[config.mk]
export PLATFORM = sky130hd
export DESIGN_NAME = mem_arbiter
export DESIGN_NICKNAME = d
export VERILOG_FILES = /design/src/rtl/core101_pkg.sv /design/src/rtl/arb_streak_counter.sv /design/src/rtl/mem_arbiter.sv
export SDC_FILE = /design/constraint.sdc
export NUM_CORES = 1
export LEC_CHECK = 0
export ABC_AREA = 1
export ABC_CLOCK_PERIOD_IN_PS = 1450
export CORE_MARGIN = 3
export CORE_UTILIZATION = 37
export DETAILED_ROUTE_END_ITERATION = 10
export HOLD_SLACK_MARGIN = 0.02
export PLACE_DENSITY = 0.77
export REMOVE_ABC_BUFFERS = 1
export SLEW_MARGIN = 20
export SYNTH_ARGS = -nofsm -noshare
export SYNTH_HDL_FRONTEND = slang
export SYNTH_SLANG_ARGS = --single-unit
[constraint.sdc]
create_clock -name clock_in -period 1.45 [get_ports clock_in]
set_input_delay 0.29 -clock clock_in [delete_from_list [all_inputs] [get_ports clock_in]]
set_output_delay 0.29 -clock clock_in [all_outputs]
set_load 0.01 [all_outputs]
[src/rtl/core101_pkg.sv]
// Shared definitions for the memory arbiter: FSM state encoding and default bus widths.
package core101_pkg;

   typedef enum logic [1:0] {
      IDLE     = 2'd0,
      BUSY_IFU = 2'd1,
      BUSY_LSU = 2'd2,
      RESP     = 2'd3
   } arb_state_e;

   localparam int unsigned DEFAULT_ADDR_WIDTH = 32;
   localparam int unsigned DEFAULT_DATA_WIDTH = 32;

endpackage

[src/rtl/arb_streak_counter.sv]
// Saturating count of back-to-back LSU grants taken while the IFU waits; raises
// i_ifu_req-qualified o_ifu_force once the streak limit is reached.
module arb_streak_counter
   import core101_pkg::*;
#(
   parameter int unsigned MAX_STREAK = 4
) (
   input  logic i_clk,
   input  logic i_rst,
   input  logic i_ifu_req,
   input  logic i_lsu_grant,
   input  logic i_ifu_grant,
   output logic o_ifu_force
);

   localparam logic [3:0] MaxStreak = 4'(MAX_STREAK);

   logic [3:0] r_streak;
   logic [3:0] w_streak_next;

   always_comb begin
      w_streak_next = r_streak;
      if (i_ifu_grant) begin
         w_streak_next = 4'd0;
      end else if (i_lsu_grant) begin
         if (!i_ifu_req) begin
            w_streak_next = 4'd0;
         end else if (r_streak != MaxStreak) begin
            w_streak_next = r_streak + 4'd1;
         end
      end
   end

   always_ff @(posedge i_clk) begin
      if (i_rst) begin
         r_streak <= 4'd0;
      end else begin
         r_streak <= w_streak_next;
      end
   end

   assign o_ifu_force = i_ifu_req && (r_streak == MaxStreak);

endmodule

[src/rtl/mem_arbiter.sv]
// Two-requester (IFU/LSU) arbiter for the single main-memory port, LSU priority with
// an IFU starvation guard. Optional BUSY watchdog enabled by MEM_TIMEOUT_EN.
module mem_arbiter
   import core101_pkg::*;
#(
   parameter int unsigned ADDR_WIDTH     = DEFAULT_ADDR_WIDTH,
   parameter int unsigned DATA_WIDTH     = DEFAULT_DATA_WIDTH,
   parameter int unsigned MAX_LSU_STREAK = 4,
   parameter int unsigned TIMEOUT_CYCLES = 16
) (
   input  logic                  clock_in,
   input  logic                  reset_in,
   input  logic                  ifu_req_in,
   input  logic [ADDR_WIDTH-1:0] ifu_addr_in,
   output logic                  ifu_gnt_out,
   output logic                  ifu_valid_out,
   output logic [DATA_WIDTH-1:0] ifu_rdata_out,
   input  logic                  lsu_req_in,
   input  logic                  lsu_we_in,
   input  logic [ADDR_WIDTH-1:0] lsu_addr_in,
   input  logic [DATA_WIDTH-1:0] lsu_wdata_in,
   output logic                  lsu_gnt_out,
   output logic                  lsu_valid_out,
   output logic [DATA_WIDTH-1:0] lsu_rdata_out,
   output logic [ADDR_WIDTH-1:0] mem_addr_out,
   output logic [DATA_WIDTH-1:0] mem_wdata_out,
   output logic                  mem_read_out,
   output logic                  mem_write_out,
   input  logic [DATA_WIDTH-1:0] mem_rdata_in,
   input  logic                  mem_valid_in,
   output logic                  err_timeout_out
);

   arb_state_e            r_state, w_state_next;
   logic                  r_we;
   logic [ADDR_WIDTH-1:0] r_mem_addr;
   logic [DATA_WIDTH-1:0] r_mem_wdata;
   logic                  r_mem_read, r_mem_write;
   logic [DATA_WIDTH-1:0] r_ifu_rdata, r_lsu_rdata;
   logic                  r_ifu_valid, r_lsu_valid, r_err;

   logic w_ifu_force, w_lsu_win, w_idle, w_busy, w_grant, w_finish, w_abort;

   assign w_idle    = (r_state == IDLE);
   assign w_busy    = (r_state == BUSY_IFU) || (r_state == BUSY_LSU);
   assign w_lsu_win = lsu_req_in && !w_ifu_force;
   assign w_grant   = w_idle && (lsu_req_in || ifu_req_in);
   assign w_finish  = w_busy && (mem_valid_in || w_abort);

   arb_streak_counter #(
      .MAX_STREAK (MAX_LSU_STREAK)
   ) u_streak (
      .i_clk       (clock_in),
      .i_rst       (reset_in),
      .i_ifu_req   (ifu_req_in),
      .i_lsu_grant (w_grant && w_lsu_win),
      .i_ifu_grant (w_grant && !w_lsu_win),
      .o_ifu_force (w_ifu_force)
   );

`ifdef MEM_TIMEOUT_EN
   logic [7:0] r_tcnt;

   // Held at zero outside BUSY, so every BUSY entry starts a fresh count.
   always_ff @(posedge clock_in) begin
      if (reset_in || !w_busy) begin
         r_tcnt <= 8'd0;
      end else if (!mem_valid_in) begin
         r_tcnt <= r_tcnt + 8'd1;
      end
   end

   assign w_abort = w_busy && !mem_valid_in && (r_tcnt == 8'(TIMEOUT_CYCLES - 1));
`else
   logic w_unused_timeout;
   assign w_unused_timeout = ^TIMEOUT_CYCLES;
   assign w_abort          = 1'b0;
`endif

   always_comb begin
      w_state_next = r_state;
      unique case (r_state)
         IDLE: begin
            if (w_lsu_win)       w_state_next = BUSY_LSU;
            else if (ifu_req_in) w_state_next = BUSY_IFU;
         end
         BUSY_IFU, BUSY_LSU: begin
            if (mem_valid_in || w_abort) w_state_next = RESP;
         end
         RESP:    w_state_next = IDLE;
         default: w_state_next = IDLE;
      endcase
   end

   always_ff @(posedge clock_in) begin
      if (reset_in) begin
         r_state     <= IDLE;
         r_we        <= 1'b0;
         r_mem_addr  <= '0;
         r_mem_wdata <= '0;
         r_mem_read  <= 1'b0;
         r_mem_write <= 1'b0;
         r_ifu_rdata <= '0;
         r_lsu_rdata <= '0;
         r_ifu_valid <= 1'b0;
         r_lsu_valid <= 1'b0;
         r_err       <= 1'b0;
      end else begin
         r_state     <= w_state_next;
         r_ifu_valid <= 1'b0;
         r_lsu_valid <= 1'b0;
         r_err       <= 1'b0;
         if (w_grant) begin
            r_we        <= w_lsu_win && lsu_we_in;
            r_mem_addr  <= w_lsu_win ? lsu_addr_in : ifu_addr_in;
            r_mem_wdata <= w_lsu_win ? lsu_wdata_in : '0;
            r_mem_read  <= !(w_lsu_win && lsu_we_in);
            r_mem_write <= w_lsu_win && lsu_we_in;
         end
         if (w_finish) begin
            r_mem_read  <= 1'b0;
            r_mem_write <= 1'b0;
            r_err       <= w_abort;
            if (r_state == BUSY_LSU) begin
               r_lsu_valid <= 1'b1;
               if (w_abort)    r_lsu_rdata <= '0;
               else if (!r_we) r_lsu_rdata <= mem_rdata_in;
            end else begin
               r_ifu_valid <= 1'b1;
               r_ifu_rdata <= w_abort ? '0 : mem_rdata_in;
            end
         end
      end
   end

   assign ifu_gnt_out     = (r_state == BUSY_IFU);
   assign lsu_gnt_out     = (r_state == BUSY_LSU);
   assign ifu_valid_out   = r_ifu_valid;
   assign lsu_valid_out   = r_lsu_valid;
   assign ifu_rdata_out   = r_ifu_rdata;
   assign lsu_rdata_out   = r_lsu_rdata;
   assign mem_addr_out    = r_mem_addr;
   assign mem_wdata_out   = r_mem_wdata;
   assign mem_read_out    = r_mem_read;
   assign mem_write_out   = r_mem_write;
   assign err_timeout_out = r_err;

endmodule

==> summary.md, run 1 <==
| Metric | Value |
|---|---|
| Status | `finished with violations` |
| Failing checks | `setup timing` |
| Clock tree buffer depth | `2` |
| Share of cells above drive strength 1 | `roughly 15%` |
| First-pass GRT wire length | `between 20,000 and 30,000 microns` |
| Root Driver | `clkbuf_16` |
| Total negative slack | `-3.445 ns` |
| Min setup slack post-route | `-0.1197 ns` |
| DIE WIDTH | `129.3 microns` |
| Post-synth cell types | `23` |
| Clock sink count | `139` |
| Unrepaired setup endpoints after global routing | `true` |
| Sequential cell area fraction in the yosys report | `49.51%` |
| Avg Cell Area, Syn | `7.151 sq um` |
| Worst-Skew Late Latency | `0.42 ns` |
| CTS Buf Count | `17` |
| Chip height | `129.3 microns` |
| Final Non-Filler Cells | `approximately 1,300` |
| Drt total wl | `20,990 microns` |
| Dominant cells by area after synthesis | `dfxtp_1 (50%), nor2_1 (16%), nand3_1 (7.7%), nand2_1 (6.8%), o21ai_0 (5.7%)` |
| Hold WS | `0.3222 ns` |
| Pwr Total | `16.64 mW` |
| Max-Cap Viols | `0` |
| Worst EP required | `roughly 1.8 ns` |
| Leakage | `4.886 nW` |
| Drt initial violations | `approximately 420` |
| Tcrit/Tclk final | `108.3%` |
| Clk_skew | `0.01292 ns` |
| I/O pin total | `between 200 and 300` |
| Worst Hold Depth | `4` |
| Startpoint types | `register` |
| Placed cell count | `1,227` |
| Worst Reg-to-Reg Cells | `9` |
| Final Core Density | `slightly below 70%` |
| DRT Pass-1 Iters | `5` |
| Starting Density | `38.24%` |
| Vias per std cell | `4.903` |
| Pre-CTS WS | `-0.2938 ns` |
| Synth top cells by count | `nor2_1 (236), dfxtp_1 (139), nand2_1 (102)` |
| Area of the core | `0.01470 sq mm` |
| Final Hold Fails | `0` |
| ANT cells | `0` |
| Power density cells | `1681 mW/mm^2` |
| Die ar. | `0.01671 sq mm` |
| Cell taking the most area after synthesis | `dfxtp_1` |
| Tmin final | `1.570 ns` |
| Synth Cell Area | `0.005620 sq mm` |
| Ys Warns | `0` |
| Detailed-route via count | `between 6,000 and 7,000` |
| Nets | `between 1,000 and 1,500` |
| Routability Congestion | `0.8435` |
| Layout area overhead | `76.11%` |
| Port Buf Inserts | `around 270` |
| Area after DPL | `0.008670 sq mm` |
| Site Rows | `44` |
| Largest net degree at the start of global routing | `65` |
| Yosys reg bits | `~140` |
| # setup viols final | `66` |
| Async set-or-reset flop fraction in the synthesized netlist | `0%` |
| Total GRT Usage | `between 20% and 30%` |
| EDFF count, synth | `0` |
| DR WL/cell | `between 15 and 20 microns` |
| # fillers | `1,257` |
| Prevailing post-synth register cell | `dfxtp_1` |
| Worst path arrival time | `1.91 ns` |
| H-tree levels | `4` |
| Residual DRC count | `0` |
| Vias in the first global route | `5,743` |
| Worst setup path class | `reg -> reg` |
| Initial antenna violation count | `0` |
| Post-route ant nets | `0` |
| Crit end category | `register` |
| Most numerous cell in the Yosys netlist | `nor2_1` |
| Worst VDD drop | `~0.82 mV` |
| Max Slew Vio Count | `0` |
| CP max FO | `9` |
| Detailed placement HPWL | `between 10,000 and 15,000 microns` |
| Worst-path clk slew | `0.05 ns` |
| Gate Count Post-Synth | `a little under 800` |
| Gr ovfl total | `0` |
| Final Cell Area | `0.009898 sq mm` |
| Fmax | `637.1 MHz` |
| TritonCTS clock tree | `built` |
| Tightest Hold Check Type | `in -> reg` |
| Share of the synthesized area in the top cell type | `49.51%` |
## metal layers
metal / share of wire [%] / wire (microns) / GRT usage [%] / vias to the layer above
li1: - / - / - / 3092
met1: 38 / 7970 / 25.99 / 2855
met2: 49 / 10380 / 38.87 / 306
met3: 10 / 2120 / 8.450 / 38
met4: 2.5 / 527 / 7.659 / 0
met5: 0 / 0 / 0 / -
## layout by cell type, fill, tap and decap left out, types with 3 or more instances in the layout
cell	count
dlygate4sd2_1	132
clkbuf_8	3
bufinv_16	4
nor2_1	212
dfxtp_2	3
buf_12	12
clkdlybuf4s50_1	132
nand3_1	83
buf_6	12
ha_4	4
nor3_1	16
nor2_2	19
nor2_4	6
a21oi_1	24
buf_4	32
o21ai_0	42
nand2_4	3
o21ai_2	12
nand3_2	3
nand2_1	99
inv_2	6
dfxtp_1	135
buf_8	3
clkbuf_16	25
o21ai_1	10
inv_1	38
inv_4	3
## critical path, cell delays in order (launching register included)
cell	delay [ns]
dfxtp_4	0.35
inv_4	0.04
ha_4	0.27
nand2_4	0.06
nor3_4	0.20
buf_6	0.15
buf_12	0.10
buf_12	0.11
o21ai_1	0.08
nor2_1	0.13
## what timing repair did
item | in CTS | in global routing
pin swaps | 11 | 33
gates resized for setup | 193 | 73
buffers inserted | 7 | 5
cloned | 4 | 10
endpoints found under the setup margin | 222 | 128
hold buffers | 0 | 0
## kinds of logic after synthesis
logic type,synth area share [%]
AOI/OAI and AO/OA,8.259
adders and majority gates,1.113
buffers and inverters,8.081
DFF,49.51
other,0.06672
and+or+nand+nor,32.97
## state kept, by name, indices dropped and copies added (netlist names), 2 cells and up
name,count
r_state,2
lsu_rdata_out,32
mem_addr_out,32
mem_wdata_out,32
u_streak.r_streak,4
ifu_rdata_out,32
## where the power goes
part / total, mW / internal, mW / leakage, nW / switching [mW]
clock: 4.65 / 3.02 / 0.307 / 1.63
sequential: 5.26 / 4.79 / 1.14 / 0.476
combinational: 6.73 / 3.12 / 3.44 / 3.61
total: 16.6 / 10.9 / 4.89 / 5.72
## layout make-up
type                            instances  area, sq um  share of cell area (%)
Clock buffer                           22        474.2                   4.791
Clock inverter                         10        162.7                   1.643
Inverter                               48        195.2                   1.972
Multi-Input combinational cell        546         2648                   26.75
Sequential cell                       139         2790                   28.19
Tap cell                              184        230.2                   2.326
Timing Repair Buffer                  334         3398                   34.33
## path summary, 6_finish.rpt
kind,slack (ns),start,end
min reg2reg,0.46,mem_wdata_out[15],mem_wdata_out[15]
max,-0.12,r_state[1],lsu_rdata_out[24]
max reg2reg,-0.12,r_state[1],lsu_rdata_out[24]
min,0.32,reset_in,u_streak.r_streak[3]
No activity file was read; power rests on OpenSTA's default activity.
==> inputs of run 2 (changes only) <==
- CORE_UTILIZATION: 37 -> 36
- PLACE_DENSITY: 0.77 -> 0.76
- SYNTH_HIERARCHICAL: unset -> 1
==> summary.md, run 2 <==
| Metric | Value |
|---|---|
| Status | `finished with violations (unchanged)` |
| Failing checks | `setup timing (unchanged)` |
| Vias in the first global route | `5,578 (was 5,743)` |
| Cell taking the most area after synthesis | `dfxtp_1 (unchanged)` |
| DIE WIDTH | `128.4 microns (was 129.3 microns)` |
| Gr ovfl total | `0 (unchanged)` |
| Vias per std cell | `4.845 (was 4.903)` |
| Hold Crit Start | `lsu_wdata_in[25] (was reset_in)` |
| Layout area overhead | `89.12% (was 76.11%)` |
| Clock sink count | `139 (unchanged)` |
| Area of the core | `0.01459 sq mm (was 0.01470 sq mm)` |
| Unrepaired setup endpoints after global routing | `true (unchanged)` |
| CP max FO | `8 (was 9)` |
| CP bufs+invs | `5 (was 4)` |
| Power Internal | `12.11 mW (was 10.93 mW)` |
| Worst-path clk slew | `0.06 ns (was 0.05 ns)` |
| Async set-or-reset flop fraction in the synthesized netlist | `0% (unchanged)` |
| Drt total wl | `20,450 microns (was 20,990 microns)` |
| Placed cell count | `1,169 (was 1,227)` |
| Clk network pwr share | `25.8% (was 27.9%)` |
| Post-synth cell types | `24 (was 23)` |
| Routability Congestion | `0.8367 (was 0.8435)` |
| ANT cells | `0 (unchanged)` |
| Pre-CTS WS | `-0.4343 ns (was -0.2938 ns)` |
| Prevailing post-synth register cell | `dfxtp_1 (unchanged)` |
| Crit end category | `register (unchanged)` |
| # setup viols final | `62 (was 66)` |
| EDFF count, synth | `0 (unchanged)` |
| Fmax | `636.9 MHz (was 637.1 MHz)` |
| Detailed placement HPWL | `12,170 microns (was 13,530 microns)` |
| Startpoint types | `register (unchanged)` |
| Final Non-Filler Cells | `1,235 (was 1,283)` |
| Worst VDD drop | `0.9999 mV (was 0.8224 mV)` |
| Gate Count Post-Synth | `720 (was 786)` |
| Final Core Density | `69.94% (was 67.34%)` |
| Hold WS | `0.4251 ns (was 0.3222 ns)` |
| Clk_skew | `0.01115 ns (was 0.01292 ns)` |
| Detailed-route via count | `5,983 (was 6,291)` |
| Site Rows | `44 (unchanged)` |
| Die ar. | `0.01649 sq mm (was 0.01671 sq mm)` |
| Ys Warns | `6 (was 0)` |
| Tightest Hold Check Type | `in -> reg (unchanged)` |
| Tcrit/Tclk final | `108.3% (about the same)` |
| Max-Cap Viols | `0 (unchanged)` |
| Port Buf Inserts | `267 (unchanged)` |
| Synth top cells by count | `nor2_1 (167), nand2_1 (150), dfxtp_1 (139) (was nor2_1 (236), dfxtp_1 (139), nand2_1 (102))` |
| Drt initial violations | `357 (was 416)` |
| Max Slew Vio Count | `0 (unchanged)` |
| DR WL/cell | `16.56 microns (was 16.36 microns)` |
| Worst path arrival time | `1.88 ns (was 1.91 ns)` |
| Largest stage delay on the critical path | `0.32 ns (was 0.35 ns)` |
| Reg2reg start | `u_streak/r_streak[0] (was r_state[1])` |
| First-pass GRT wire length | `28,370 microns (was 29,660 microns)` |
| Share of cells above drive strength 1 | `22.17% (was 15.38%)` |
| Worst EP required | `1.76 ns (was 1.79 ns)` |
| Flop pwr share | `29.2% (was 31.6%)` |
| Post-route ant nets | `0 (unchanged)` |
| Worst setup path class | `reg -> reg (unchanged)` |
| Dominant cells by area after synthesis | `dfxtp_1 (52%), nor2_1 (12%), nand2_1 (10%), o21ai_0 (7.7%), a21oi_1 (6.7%) (was dfxtp_1 (50%), nor2_1 (16%), nand3_1 (7.7%), nand2_1 (6.8%), o21ai_0 (5.7%))` |
| Commonest non-fill, non-tap cells in the layout | `nand2_1 (139), dfxtp_1 (135), dlygate4sd2_1 (134), clkdlybuf4s50_1 (131), nor2_1 (128) (was nor2_1 (212), dfxtp_1 (135), clkdlybuf4s50_1 (132), dlygate4sd2_1 (132), nand2_1 (99))` |
| Synth Cell Area | `0.005395 sq mm (was 0.005620 sq mm)` |
| Sequential cell area fraction in the yosys report | `51.58% (was 49.51%)` |
| Pwr Total | `18.60 mW (was 16.64 mW)` |
| CP top delay family | `simple AND/OR/NAND/NOR gates (was buffers and inverters)` |
| Power density cells | `1823 mW/mm^2 (was 1681 mW/mm^2)` |
| Root Driver | `clkbuf_16 (unchanged)` |
| Tmin final | `1.570 ns (about the same)` |
| I/O pin total | `269 (unchanged)` |
| Avg Cell Area, Syn | `7.493 sq um (was 7.151 sq um)` |
| Total GRT Usage | `21.69% (was 22.63%)` |
| TritonCTS clock tree | `built (unchanged)` |
| Final Hold Fails | `0 (unchanged)` |
| Most numerous cell in the Yosys netlist | `nor2_1 (unchanged)` |
| Sw Share | `34.89% (was 34.34%)` |
| Chip height | `128.4 microns (was 129.3 microns)` |
| Nets | `1,178 (was 1,225)` |
| Net switching power | `6.489 mW (was 5.716 mW)` |
| Critical Path Start | `u_streak/r_streak[0] (was r_state[1])` |
| Residual DRC count | `0 (unchanged)` |
| Initial antenna violation count | `0 (unchanged)` |
| CP cell instances | `inv_2, ha_4, nand4_4, inv_2, clkinv_4, nand2_8, nand2_4, nor2_4, nor2_2, inv_2, nor2_2, o21ai_1, inv_1 (was inv_4, ha_4, nand2_4, nor3_4, buf_6, buf_12, buf_12, o21ai_1, nor2_1)` |
| Post-CTS Hold Fix Bufs | `0 (unchanged)` |
| Leakage | `4.699 nW (was 4.886 nW)` |
| Worst-Skew Late Latency | `0.42 ns (about the same)` |
| Clock tree buffer depth | `2 (unchanged)` |
| H-tree levels | `4 (unchanged)` |
| Comb pwr share | `45.0% (was 40.4%)` |
| Largest net degree at the start of global routing | `48 (was 65)` |
| DRT Pass-1 Iters | `5 (unchanged)` |
| Most used cell, CP | `inv_2 (was buf_12)` |
| Slowest cell on the critical path | `dfxtp_2 (was dfxtp_4)` |
| Most common cell after layout, fill and taps aside | `nand2_1 (was nor2_1)` |
| Share of the synthesized area in the top cell type | `51.58% (was 49.51%)` |
| Starting Density | `36.98% (was 38.24%)` |
| CTS Buf Count | `17 (unchanged)` |
| Yosys reg bits | `139 (unchanged)` |
| Min setup slack post-route | `-0.1202 ns (was -0.1197 ns)` |
==> run 2: cell count changes after synthesis, sizes merged, moves of 18 or more <==
cell | before | now
o21ai | 65 | 96
nor3 | 18 | 0
a21oi | 24 | 73
inv | 48 | 24
nand2 | 106 | 152
nand3 | 87 | 7
nor2 | 237 | 170
==> run 2: power groups by stage <==
stage / clock network (mW) / logic [mW] / registers, mW
after global placement: 0 / 6.97 / 5.42
after detailed placement: 0 / 7.07 / 5.44
final: 4.80 / 8.37 / 5.43
after global routing: 5.04 / 9.04 / 5.55
after floorplan: 0 / 2.39 / 5.92
after CTS: 4.86 / 7.08 / 5.35
==> run 2: cells by family (layout without fill, tap and decap cells) <==
| kind of cell | count (synthesis) | in the layout | synth area share [%] |
|---|---|---|---|
| AOI/OAI and AO/OA | 169 | 169 | 15.75 |
| and+or+nand+nor | 335 | 335 | 24.42 |
| other | 1 | 1 | 0.06951 |
| DFF | 139 | 139 | 51.58 |
| adders and majority gates | 6 | 6 | 1.391 |
| buffers and inverters | 70 | 401 | 6.795 |
==> run 2: metal layers <==
metal	part of all wire [%]	wire [microns]	up-vias	track usage, %
li1	-	-	2959	-
met1	39	8069	2757	25.84
met2	50	10290	236	36.25
met3	7.9	1606	31	6.849
met4	2.3	480	0	8.926
met5	0	0	-	0
==> run 2: cell type report <==
| type | count | area, sq um |
|---|---|---|
| clock buffers | 18 | 439.2 |
| clock inverters | 14 | 217.7 |
| fillers | 1143 | 4385 |
| inverters | 24 | 137.6 |
| multi-input cells | 511 | 2768 |
| flip-flops and latches | 139 | 2788 |
| well taps | 184 | 230.2 |
| repair buffers | 345 | 3623 |
==> run 2: path summary, 6_finish.rpt <==
kind / to / slack (ns) / cells after the start
setup / recovery: u_streak/r_streak[2] / -0.12 / 13
hold reg to reg: mem_wdata_out[7] / 0.46 / 2
setup reg to reg: u_streak/r_streak[2] / -0.12 / 13
hold / removal: mem_wdata_out[25] / 0.43 / 3
==> run 2: metrics by stage <==
| step | instance area [sq um] | TNS [ns] |
|---|---|---|
| 3_5_place_dp | 8527 | -38.79 |
| 6_report | 10200 | -2.872 |
| 2_1_floorplan | 5119 | -68.03 |
| 4_1_cts | 9442 | -0.5755 |
| 3_3_place_gp | 8527 | -34.01 |
| 5_1_grt | 10200 | -10.22 |
==> run 2: worst min-delay path, delay by kind of cell <==
kind                   cells  cell delay [ns]
AND/OR/NAND/NOR            1             0.06
buffers and inverters      1             0.39
AO/OA/AOI/OAI              1             0.05
==> run 2: repair_timing <==
item | in CTS | in global routing
setup endpoints to repair | 269 | 138
resized for setup | 208 | 143
gates cloned | 7 | 13
setup buffers | 10 | 6
pin swaps | 11 | 25
==> inputs of run 3 (changes only) <==
- ABC_AREA: 1 -> unset
- CORE_UTILIZATION: 36 -> 37
- PLACE_DENSITY: 0.76 -> 0.77
==> summary.md, run 3 <==
| Metric | Value |
|---|---|
| Most Crowded Layer GR | `met2 (unchanged)` |
| Clock tree buffer depth | `2 (unchanged)` |
| Share of cells above drive strength 1 | `30.02% (was 22.17%)` |
| Synth Cell Area | `0.005488 sq mm (was 0.005395 sq mm)` |
| Die ar. | `0.01633 sq mm (was 0.01649 sq mm)` |
| Site Rows | `43 (was 44)` |
| CP cell instances | `inv_2, ha_4, nand4b_4, inv_4, and3b_2, buf_12, nand4_1, a211oi_2 (was inv_2, ha_4, nand4_4, inv_2, clkinv_4, nand2_8, nand2_4, nor2_4, nor2_2, inv_2, nor2_2, o21ai_1, inv_1)` |
| Post-route ant nets | `0 (unchanged)` |
| ANT cells | `0 (unchanged)` |
| Tightest Hold Check Type | `in -> reg (unchanged)` |
| GRT met1 Usage | `28.67% (was 25.84%)` |
| Startpoint types | `register (unchanged)` |
| Worst VDD drop | `0.8293 mV (was 0.9999 mV)` |
| Detailed-route via count | `5,727 (was 5,983)` |
| Max Slew Vio Count | `0 (unchanged)` |
| Tmin final | `1.670 ns (was 1.570 ns)` |
| CTS Buf Count | `17 (unchanged)` |
| Root Driver | `clkbuf_16 (unchanged)` |
| Met2 Use GR | `39.09% (was 36.25%)` |
| Pre-CTS WS | `-0.4738 ns (was -0.4343 ns)` |
| Max-Cap Viols | `0 (unchanged)` |
| Worst-path clk slew | `0.06 ns (about the same)` |
| Most common cell after layout, fill and taps aside | `dfxtp_1 (was nand2_1)` |
| Worst EP required | `1.77 ns (was 1.76 ns)` |
| Met3 Track Usage GR | `6.250% (was 6.849%)` |
| Worst path arrival time | `1.99 ns (was 1.88 ns)` |
| Total GRT Usage | `23.54% (was 21.69%)` |
| Dominant cells by area after synthesis | `dfxtp_1 (51%), nand2_1 (11%), a21oi_1 (8.8%), a211oi_2 (6.4%), nor2_1 (4.4%) (was dfxtp_1 (52%), nor2_1 (12%), nand2_1 (10%), o21ai_0 (7.7%), a21oi_1 (6.7%))` |
| Largest stage delay on the critical path | `0.33 ns (was 0.32 ns)` |
| TritonCTS clock tree | `built (unchanged)` |
| Simple-Gate Fraction of Synth Area | `18.56% (was 24.42%)` |
| Placed cell count | `1,068 (was 1,169)` |
| Power density cells | `1622 mW/mm^2 (was 1823 mW/mm^2)` |
| Largest net degree at the start of global routing | `57 (was 48)` |
| Synth Area in XOR/XNOR | `0% (unchanged)` |
| Clk_skew | `0.006409 ns (was 0.01115 ns)` |
| Fmax | `598.7 MHz (was 636.9 MHz)` |
| Post-synth cell types | `40 (was 24)` |
| Port Buf Inserts | `267 (unchanged)` |
| DRT Pass-1 Iters | `6 (was 5)` |
| Starting Density | `38.64% (was 36.98%)` |
| Drt initial violations | `330 (was 357)` |
| Async set-or-reset flop fraction in the synthesized netlist | `0% (unchanged)` |
| Post-CTS Hold Fix Bufs | `0 (unchanged)` |
| CP max FO | `18 (was 8)` |
| Gr ovfl total | `0 (unchanged)` |
| Nets | `1,073 (was 1,178)` |
| Tcrit/Tclk final | `115.2% (was 108.3%)` |
| Post-Synth Adder-Cell Area | `1.368% (was 1.391%)` |
| Initial antenna violation count | `0 (unchanged)` |
| Commonest non-fill, non-tap cells in the layout | `dfxtp_1 (135), clkdlybuf4s50_1 (132), dlygate4sd2_1 (132), nand2_1 (111), nor2_1 (65) (was nand2_1 (139), dfxtp_1 (135), dlygate4sd2_1 (134), clkdlybuf4s50_1 (131), nor2_1 (128))` |
| Layout area overhead | `84.70% (was 89.12%)` |
| Unrepaired setup endpoints after global routing | `true (unchanged)` |
| DIE WIDTH | `127.8 microns (was 128.4 microns)` |
| First-pass GRT wire length | `30,100 microns (was 28,370 microns)` |
| Final Hold Fails | `0 (unchanged)` |
| Min setup slack post-route | `-0.2204 ns (was -0.1202 ns)` |
| Cell taking the most area after synthesis | `dfxtp_1 (unchanged)` |
| Vias per std cell | `5.086 (was 4.845)` |
| # setup viols final | `128 (was 62)` |
| Ys Warns | `6 (unchanged)` |
| Post-synthesis mux area share | `0.1824% (was 0%)` |
| Leakage | `4.450 nW (was 4.699 nW)` |
| Compound-Gate Fraction of Synth Area | `22.59% (was 15.75%)` |
| Status | `finished with violations (unchanged)` |
| Area of the multi-input gates | `0.003131 sq mm (was 0.002768 sq mm)` |
| Final Cell Area | `0.01014 sq mm (was 0.01020 sq mm)` |
| # fillers | `1,072 (was 1,143)` |
| Gate Count Post-Synth | `636 (was 720)` |
| I/O pin total | `269 (unchanged)` |
| EDFF count, synth | `0 (unchanged)` |
| Area after DPL | `0.008489 sq mm (was 0.008527 sq mm)` |
| Detailed placement HPWL | `12,420 microns (was 12,170 microns)` |
| Drt total wl | `21,030 microns (was 20,450 microns)` |
| Vias in the first global route | `5,511 (was 5,578)` |
| Yosys reg bits | `139 (unchanged)` |
| DR WL/cell | `18.68 microns (was 16.56 microns)` |
| Final Non-Filler Cells | `1,126 (was 1,235)` |
| Chip height | `127.8 microns (was 128.4 microns)` |
| H-tree levels | `4 (unchanged)` |
| Worst-Skew Late Latency | `0.41 ns (was 0.42 ns)` |
| Worst setup path class | `reg -> reg (unchanged)` |
| Register area | `0.002788 sq mm (unchanged)` |
| Avg Cell Area, Syn | `8.629 sq um (was 7.493 sq um)` |
| Most numerous cell in the Yosys netlist | `nand2_1 (was nor2_1)` |
| Failing checks | `setup timing (unchanged)` |
| Crit end category | `register (unchanged)` |
| Residual DRC count | `0 (unchanged)` |
| Sequential cell area fraction in the yosys report | `50.71% (was 51.58%)` |
| Clock sink count | `139 (unchanged)` |
| Largest family of logic cells by synthesized area | `compound AO/OA/AOI/OAI gates (was simple AND/OR/NAND/NOR gates)` |
| Slowest cell on the critical path | `dfxtp_2 (unchanged)` |
| Prevailing post-synth register cell | `dfxtp_1 (unchanged)` |
| Routability Congestion | `0.7746 (was 0.8367)` |
| Share of the synthesized area in the top cell type | `50.71% (was 51.58%)` |
| Synth top cells by count | `nand2_1 (168), dfxtp_1 (139), a21oi_1 (97) (was nor2_1 (167), nand2_1 (150), dfxtp_1 (139))` |
| Area of the core | `0.01420 sq mm (was 0.01459 sq mm)` |
[run 3: cell count changes after synthesis, moves of 6 or more]
cell,before,now
a211oi_1,0,6
a211oi_2,0,28
a21oi_1,72,97
a22oi_1,0,32
buf_4,11,17
inv_1,20,7
nand2_1,150,168
nand3_1,7,1
nor2_1,167,65
o21ai_0,83,2
o21ai_1,13,1
[run 3: stage by stage]
stage / utilization [%] / hold slack [ns] / setup TNS [ns] / power, mW
after floorplan: - / 0.3546 / -119.72 / 7.765
after global placement: 59.77 / 0.4406 / -30.60 / 11.17
after detailed placement: 59.77 / 0.4455 / -34.22 / 11.27
after CTS: 66.59 / 0.2462 / -9.845 / 15.76
after global routing: 71.36 / 0.2630 / -19.36 / 17.29
final: 71.36 / 0.2769 / -12.07 / 16.44
[run 3: final cells by class]
type	count	area share (%)
tap	180	2.222
multi-input combinational	436	30.88
sequential	139	27.50
clock buffer	22	4.678
timing repair buffer	331	33.72
inverter	8	0.3209
clock inverter	10	0.6666
[run 3: logic make-up (layout without fill, tap and decap cells)]
| family | after synthesis | in the layout |
|---|---|---|
| compound gates | 176 | 176 |
| fa+ha+maj | 6 | 6 |
| buf+inv | 61 | 371 |
| flops | 139 | 139 |
| mux | 1 | 1 |
| other cells | 1 | 1 |
| simple gates | 252 | 252 |
[run 3: timing repair]
item | CTS | global route
cloned | 9 | 5
pin swaps | 12 | 105
resized for setup | 215 | 169
buffers inserted | 11 | 7
endpoints found under the setup margin | 271 | 138
[run 3: worst paths after layout]
check | startpoint | to | slack [ns] | cells after the start
worst min-delay path | reset_in | mem_addr_out[16] | 0.28 | 2
worst max-delay path | u_streak/r_streak[0] | u_streak/r_streak[1] | -0.22 | 8
worst min register to register | ifu_rdata_out[17] | ifu_rdata_out[17] | 0.45 | 2
worst max register to register | u_streak/r_streak[0] | u_streak/r_streak[1] | -0.22 | 8
[run 3: layer usage]
layer	vias to the layer above	wire length [microns]
li1	2753	-
met3	33	1393
met2	205	10560
met1	2736	8620
met4	0	465
met5	-	0
[run 3: report_power, final]
group	switching [mW]	internal [mW]	total, mW
clock	1.64	2.32	3.96
sequential	0.440	4.66	5.10
combinational	3.83	3.55	7.38
total	5.91	10.5	16.4
[run 3: critical path: cells and delay by family, from the launching register on]
kind	cells	cell delay [ns]
and+or+nand+nor	3	0.52
DFF	1	0.33
buffers and inverters	3	0.28
AOI/OAI and AO/OA	1	0.26
adders and majority gates	1	0.17
==> RTL edit 1, RTL diff (flow settings as in run 1) <==
Re-encode `arb_state_e` (4 states) as one-hot, 4 bits wide.
--- a/src/rtl/core101_pkg.sv
+++ b/src/rtl/core101_pkg.sv
@@ -1,11 +1,11 @@
 // Shared definitions for the memory arbiter: FSM state encoding and default bus widths.
 package core101_pkg;
 
-   typedef enum logic [1:0] {
-      IDLE     = 2'd0,
-      BUSY_IFU = 2'd1,
-      BUSY_LSU = 2'd2,
-      RESP     = 2'd3
+   typedef enum logic [3:0] {
+      IDLE     = 4'b0001,
+      BUSY_IFU = 4'b0010,
+      BUSY_LSU = 4'b0100,
+      RESP     = 4'b1000
    } arb_state_e;
 
    localparam int unsigned DEFAULT_ADDR_WIDTH = 32;
Check against the original RTL: no difference found for any inputs over 4 cycles, from zero or initial values and one cycle with reset_in high; so few cycles prove little.
==> RTL edit 1 against run 1 <==
  * The flow still finishes with violations (negative setup slack)
  * Synthesized area is 0.85% lower
  * Critical path depth rose by 2
  * Highest routed layer unchanged
  * Routed wire length rose by 1.1%
  * Non-clock buffer count decreased by 7
  * Critical path type unchanged
  * Sequential cell count rose by 2
  * Worst hold slack lost 0.039 ns
  * Worst setup slack improved by 0.055 ns
  * Cell area decreased by 0.83%
  * Largest cell class unchanged
  * Count of clock-buffer cells in the layout decreased by 3
Power is not compared: it rests on default switching activity, and its combinational part moved more than twofold at a synthesized area within 25%.
==> RTL edit 1: results (changes against run 1) <==
[yosys]
synth.distinct_cells = 22  ; -4.3%
ys_seq_area_share_pct = 50.65  ; +1.1 points
async_flop_share_pct = 0  ; unchanged
dominantRegCellSynth = dfxtp_1
yosys-top-cells-area = dfxtp_1 51%, nand2_1 19%, a21oi_1 12%
ys.warnings.count = 0  ; unchanged
synth_commonest_cells = 283 x nand2_1, 141 x dfxtp_1, 136 x a21oi_1

[grt]
grtUsageTotal_pct = 23.79  ; +1.2 points
use_met1_pct = 29.00  ; +3.0 points
grt_max_degree = 46  ; -29%
antenna_found_initial = 0  ; unchanged
gr-usage-met3_pct = 4.359  ; -4.1 points
met2_usage_pct = 40.79  ; +1.9 points
grt_pass1_vias = 6003  ; +4.5%
busiest_layer = met2
grt_pass1_wl_mm = 31.36  ; +5.7%

[place]
pre_cts_ws_ns = -0.3131  ; -0.01931 ns
place.port_buffers = 267  ; unchanged
hpwl_mm = 13.56  ; +0.24%
place.gp.congestion = 0.8199  ; -2.8%

[sta]
setup_viol = 42  ; -36%
skew_ns = 0.009391  ; -0.003529 ns
layout_setup_ws_ns = -0.06457  ; +0.05513 ns

[clock_tree]
clk_pin_slew_ns = 0.06
clkLatencyLatePin_ns = 0.42  ; about the same
clockBufferDepth = 2  ; unchanged
htreeDepth = 4  ; unchanged
cts_inserted_buffers = 17  ; unchanged
clock-root-buffer = clkbuf_16

[critical_path]
worst-path-max-fanout = 8  ; -1
r2r_start = u_streak.r_streak[0]$_SDFFE_PP0P_
arrival_ns = 1.86  ; -0.05 ns
endpoint = mem_wdata_out[5]$_SDFFE_PP0N_
cp-start-kind = flop
worstReg2RegEnd = mem_wdata_out[5]$_SDFFE_PP0N_
reg2regPathDepth = 11  ; +2

[detailed_routing]
drt_first_pass_iters = 5  ; unchanged
vias_per_cell = 5.097  ; +3.9%
drt_wl_total_mm = 21.22  ; +1.1%
first_iter_violations = 552  ; +33%

[pwr]
vdd_drop_max_mv = 0.8078
total_leakage_power_nw = 4.384

[final_layout]
drive_gt1_share_pct = 18.04  ; +2.7 points
antenna_cells = 0  ; unchanged
final_nets = 1182  ; -3.5%

[worst_hold_path]
hold_class = primary input to flop

[status]
violations = negative setup slack
status = finished with violations

## RTL edit 1: timing repair
action	in CTS	in global routing
cloned	6	3
buffers inserted	7	1
resized for setup	190	79
pin swaps	28	15
setup endpoints to repair	197	119
## RTL edit 1: layout make-up
| class | instances | area [um2] |
|---|---|---|
| Timing Repair Buffer | 327 | 3351 |
| Clock buffer | 19 | 432.9 |
| Tap cell | 184 | 230.2 |
| Multi-Input combinational cell | 545 | 2748 |
| Clock inverter | 13 | 166.4 |
| Fill cell | 1188 | 4828 |
| Sequential cell | 141 | 2830 |
| Inverter | 14 | 57.56 |
## RTL edit 1: layer usage
| layer | part of all wire, % | vias to the layer above |
|---|---|---|
| li1 | - | 3063 |
| met1 | 41 | 2977 |
| met2 | 51 | 244 |
| met3 | 5.0 | 51 |
| met4 | 3.7 | 0 |
| met5 | 0 | - |
## RTL edit 1: logic make-up after synthesis
kind of cell,after synthesis,synth area share (%)
compound gates,137,12.30
fa+ha+maj,2,0.4490
flops,141,50.65
xor+xnor,1,0.1572
other cells,1,0.06729
buf+inv,72,5.995
simple gates,404,30.38
## RTL edit 1: worst max-delay path, stage by stage (launching register included)
cell and delay [ns]:
dfxtp_2 0.35, inv_2 0.05, ha_4 0.16, nand2_2 0.05
inv_2 0.04, nand2_4 0.10, nand2_8 0.07, nor2_4 0.10
buf_12 0.16, clkbuf_16 0.18, nand2_1 0.06, a21oi_1 0.12
## RTL edit 1: worst min path at each step
stage / start / endpoint / slack [ns] / cells after the start
after floorplan: reset_in / ifu_rdata_out[0]$_SDFFE_PP0P_ / 0.36 / 1
after global placement: ifu_rdata_out[3]$_SDFFE_PP0P_ / ifu_rdata_out[3]$_SDFFE_PP0P_ / 0.45 / 2
after detailed placement: lsu_rdata_out[16]$_SDFFE_PP0P_ / lsu_rdata_out[16]$_SDFFE_PP0P_ / 0.45 / 2
after CTS: reset_in / r_state[3]$_SDFFE_PP0P_ / 0.26 / 2
after global routing: reset_in / mem_addr_out[30]$_SDFFE_PP0N_ / 0.28 / 2
final: reset_in / ifu_rdata_out[3]$_SDFFE_PP0P_ / 0.28 / 2
## RTL edit 1: power by group
| part | internal, mW | total, mW | switching [mW] | leakage, nW |
|---|---|---|---|---|
| sequential | 4.11 | 4.23 | 0.121 | 1.15 |
| clock | 2.72 | 4.44 | 1.73 | 0.284 |
| combinational | 1.12 | 2.32 | 1.19 | 2.95 |
## RTL edit 1: metrics by stage
stage	TNS, ns	cells	area (um2)	utilization (%)
floorplan	-62.61	700	5291	-
global placement	-26.49	1197	8675	59.24
detailed placement	-32.97	1197	8675	59.24
CTS	-0.2247	1241	9493	64.82
global route	-5.996	1243	9816	67.03
finish	-0.7894	1243	9816	67.03
==> RTL edit 2, RTL diff (flow settings as in run 1) <==
Without the edit above. Build with the macro `MEM_TIMEOUT_EN` defined.
--- a/src/rtl/mem_arbiter.sv
+++ b/src/rtl/mem_arbiter.sv
@@ -1,5 +1,7 @@
 // Two-requester (IFU/LSU) arbiter for the single main-memory port, LSU priority with
 // an IFU starvation guard. Optional BUSY watchdog enabled by MEM_TIMEOUT_EN.
+`define MEM_TIMEOUT_EN
+
 module mem_arbiter
    import core101_pkg::*;
 #(
Check against the original RTL: same outputs for any inputs over 4 cycles, from zero or initial values and one cycle with reset_in high; that may be too few to reach the edited logic, so the function may still have changed.
==> RTL edit 2 against run 1 <==
  * The flow still finishes with violations (negative setup slack)
  * Die area up 9.6%
  * Critical path depth is 3 higher
  * Total power up 22%
  * Sequential cell count grew 9
  * Global-route usage up 2.2 points
  * Routed wire length increased by 26%
  * Cell area up 21%
  * Critical path type unchanged
  * Count of clock-buffer cells in the layout is 1 lower
  * Synthesized area increased by 10%
  * Worst setup slack got worse by 0.23 ns
  * Clock skew decreased by 0.0019 ns
  * Clock power decreased by 8.4%
==> RTL edit 2: results (changes against run 1) <==
[sta]
skew_ns = 0.01097  ; -0.001949 ns
layout_setup_ws_ns = -0.3517  ; -0.2320 ns
worst_pin_slew_ns = 0.3229
setup_viol = 141  ; +110%
setup-tns-final_ns = -24.21  ; -20.76 ns
hold-worst-slack_ns = 0.4323  ; +0.1101 ns

[critical_path]
reg2regPathDepth = 12  ; +3
worstReg2RegEnd = lsu_rdata_out[15]$_SDFFE_PP0P_
r2r_start = r_state[0]$_SDFFE_PP0P_
arrival_ns = 2.11  ; +0.20 ns
critPathSlowestCell = dfxtp_2
cp_top_family = simple AND/OR/NAND/NOR gates
slowest_delay_ns = 0.33  ; -0.02 ns
worst-path-max-fanout = 20  ; +11

[grt]
grt_pass1_vias = 6977  ; +21%
grtUsageTotal_pct = 24.87  ; +2.2 points
gr-usage-met3_pct = 7.838  ; -0.61 points
met2_usage_pct = 45.13  ; +6.3 points
grt_pass1_wl_mm = 36.04  ; +22%
antenna_found_initial = 0  ; unchanged
grt_max_degree = 59  ; -9.2%
use_met1_pct = 26.73  ; +0.74 points

[detailed_routing]
drt_first_pass_iters = 4  ; -1
vias = 7370  ; +17%
wl_per_cell_um = 18.44  ; +13%
first_iter_violations = 422  ; +1.4%

[clock_tree]
clock-root-buffer = clkbuf_16
cts_inserted_buffers = 17  ; unchanged
clkLatencyLatePin_ns = 0.42  ; about the same
clockBufferDepth = 2  ; unchanged
clk_pin_slew_ns = 0.07  ; +0.02 ns
htreeDepth = 4  ; unchanged

[place]
pre_cts_ws_ns = -0.5149  ; -0.2211 ns
hpwl_mm = 14.08  ; +4.0%
place.port_buffers = 268  ; +0.37%
place.gp.congestion = 0.8444  ; +0.11%
placed_area_um2 = 9555  ; +10%

[yosys]
yosys-top-cells-area = dfxtp_1 48%, nand2_1 13%, nor2_1 8.4%
ys_seq_area_share_pct = 47.89  ; -1.6 points
synth.distinct_cells = 29  ; +26%
async_flop_share_pct = 0  ; unchanged
ys.warnings.count = 0  ; unchanged
synth_commonest_cells = 209 x nand2_1, 148 x dfxtp_1, 138 x nor2_1

[worst_hold_path]
hold_start = lsu_wdata_in[24]
worstHoldEndpoint = mem_wdata_out[24]$_SDFFE_PP0N_
hold_class = primary input to flop
holdPathStages = 3  ; -1

[status]
violations = negative setup slack
status = finished with violations

[final_layout]
final_nets = 1346  ; +9.9%
antenna_cells = 0  ; unchanged
fillers = 1102  ; -12%
utilization_pct = 74.09  ; +6.8 points
drive_gt1_share_pct = 30.60  ; +15 points

[pwr]
total_leakage_power_nw = 5.644  ; +16%
vdd_drop_max_mv = 0.9107  ; +11%

-- RTL edit 2: logic make-up after synthesis --
family / after synthesis / share of synthesized area, %
flops: 148 / 47.89
compound gates: 174 / 16.16
fa+ha+maj: 6 / 1.213
buf+inv: 126 / 8.635
simple gates: 400 / 26.11
-- RTL edit 2: timing repair --
action,in CTS,in global routing
gates resized for setup,333,169
endpoints found under the setup margin,274,146
setup buffers,21,15
cloned,15,8
pin swaps,22,51
endpoints found under the hold margin,0,0
-- RTL edit 2: worst max path at each step --
| stage | start | endpoint | slack, ns | cells after the start |
|---|---|---|---|---|
| 3_3_place_gp | ifu_req_in | mem_wdata_out[9]$_SDFFE_PP0N_ | -0.45 | 7 |
| 2_1_floorplan | r_state[0]$_SDFFE_PP0P_ | u_streak.r_streak[3]$_SDFFE_PP0P_ | -1.48 | 8 |
| 6_report | r_state[0]$_SDFFE_PP0P_ | lsu_rdata_out[15]$_SDFFE_PP0P_ | -0.35 | 12 |
| 4_1_cts | r_state[0]$_SDFFE_PP0P_ | lsu_rdata_out[29]$_SDFFE_PP0P_ | -0.24 | 12 |
| 3_5_place_dp | ifu_req_in | mem_wdata_out[29]$_SDFFE_PP0N_ | -0.51 | 7 |
| 5_1_grt | r_state[0]$_SDFFE_PP0P_ | lsu_rdata_out[15]$_SDFFE_PP0P_ | -0.40 | 12 |
-- RTL edit 2: metrics by stage --
step / instances / power [mW]
final: 1435 / 20.34
after detailed placement: 1352 / 13.56
after floorplan: 799 / 8.734
after global placement: 1352 / 13.42
after global routing: 1435 / 21.36
after CTS: 1417 / 19.18
-- RTL edit 2: layout make-up --
type	instances	share of cell area (%)
inverters	71	2.588
repair inverters	7	0.8278
clock buffers	21	3.856
flip-flops and latches	148	24.90
well taps	216	2.263
multi-input cells	580	31.09
repair buffers	381	33.62
clock inverters	11	0.8593
-- RTL edit 2: worst register-to-register path, cell delays in order (launching register included) --
cell and delay [ns]:
dfxtp_2 0.33, inv_2 0.05, ha_4 0.28, nand2_4 0.05
nor2_4 0.11, nand2_4 0.11, nand2_4 0.12, nand2_8 0.09
nor2_8 0.15, buf_12 0.18, nand2_1 0.09, nand2_1 0.09
nor2_1 0.05
-- RTL edit 2: where the power goes --
group	leakage [nW]	internal, mW	switching, mW
logic	4.16	4.94	5.32
clock network	0.270	2.46	1.80
registers	1.22	5.22	0.602
-- RTL edit 2: metal layers --
metal / routed length [um] / share of wire, %
met5: 0 / 0
met4: 850 / 3.2
met1: 9306 / 35
met3: 2197 / 8.3
met2: 14110 / 53
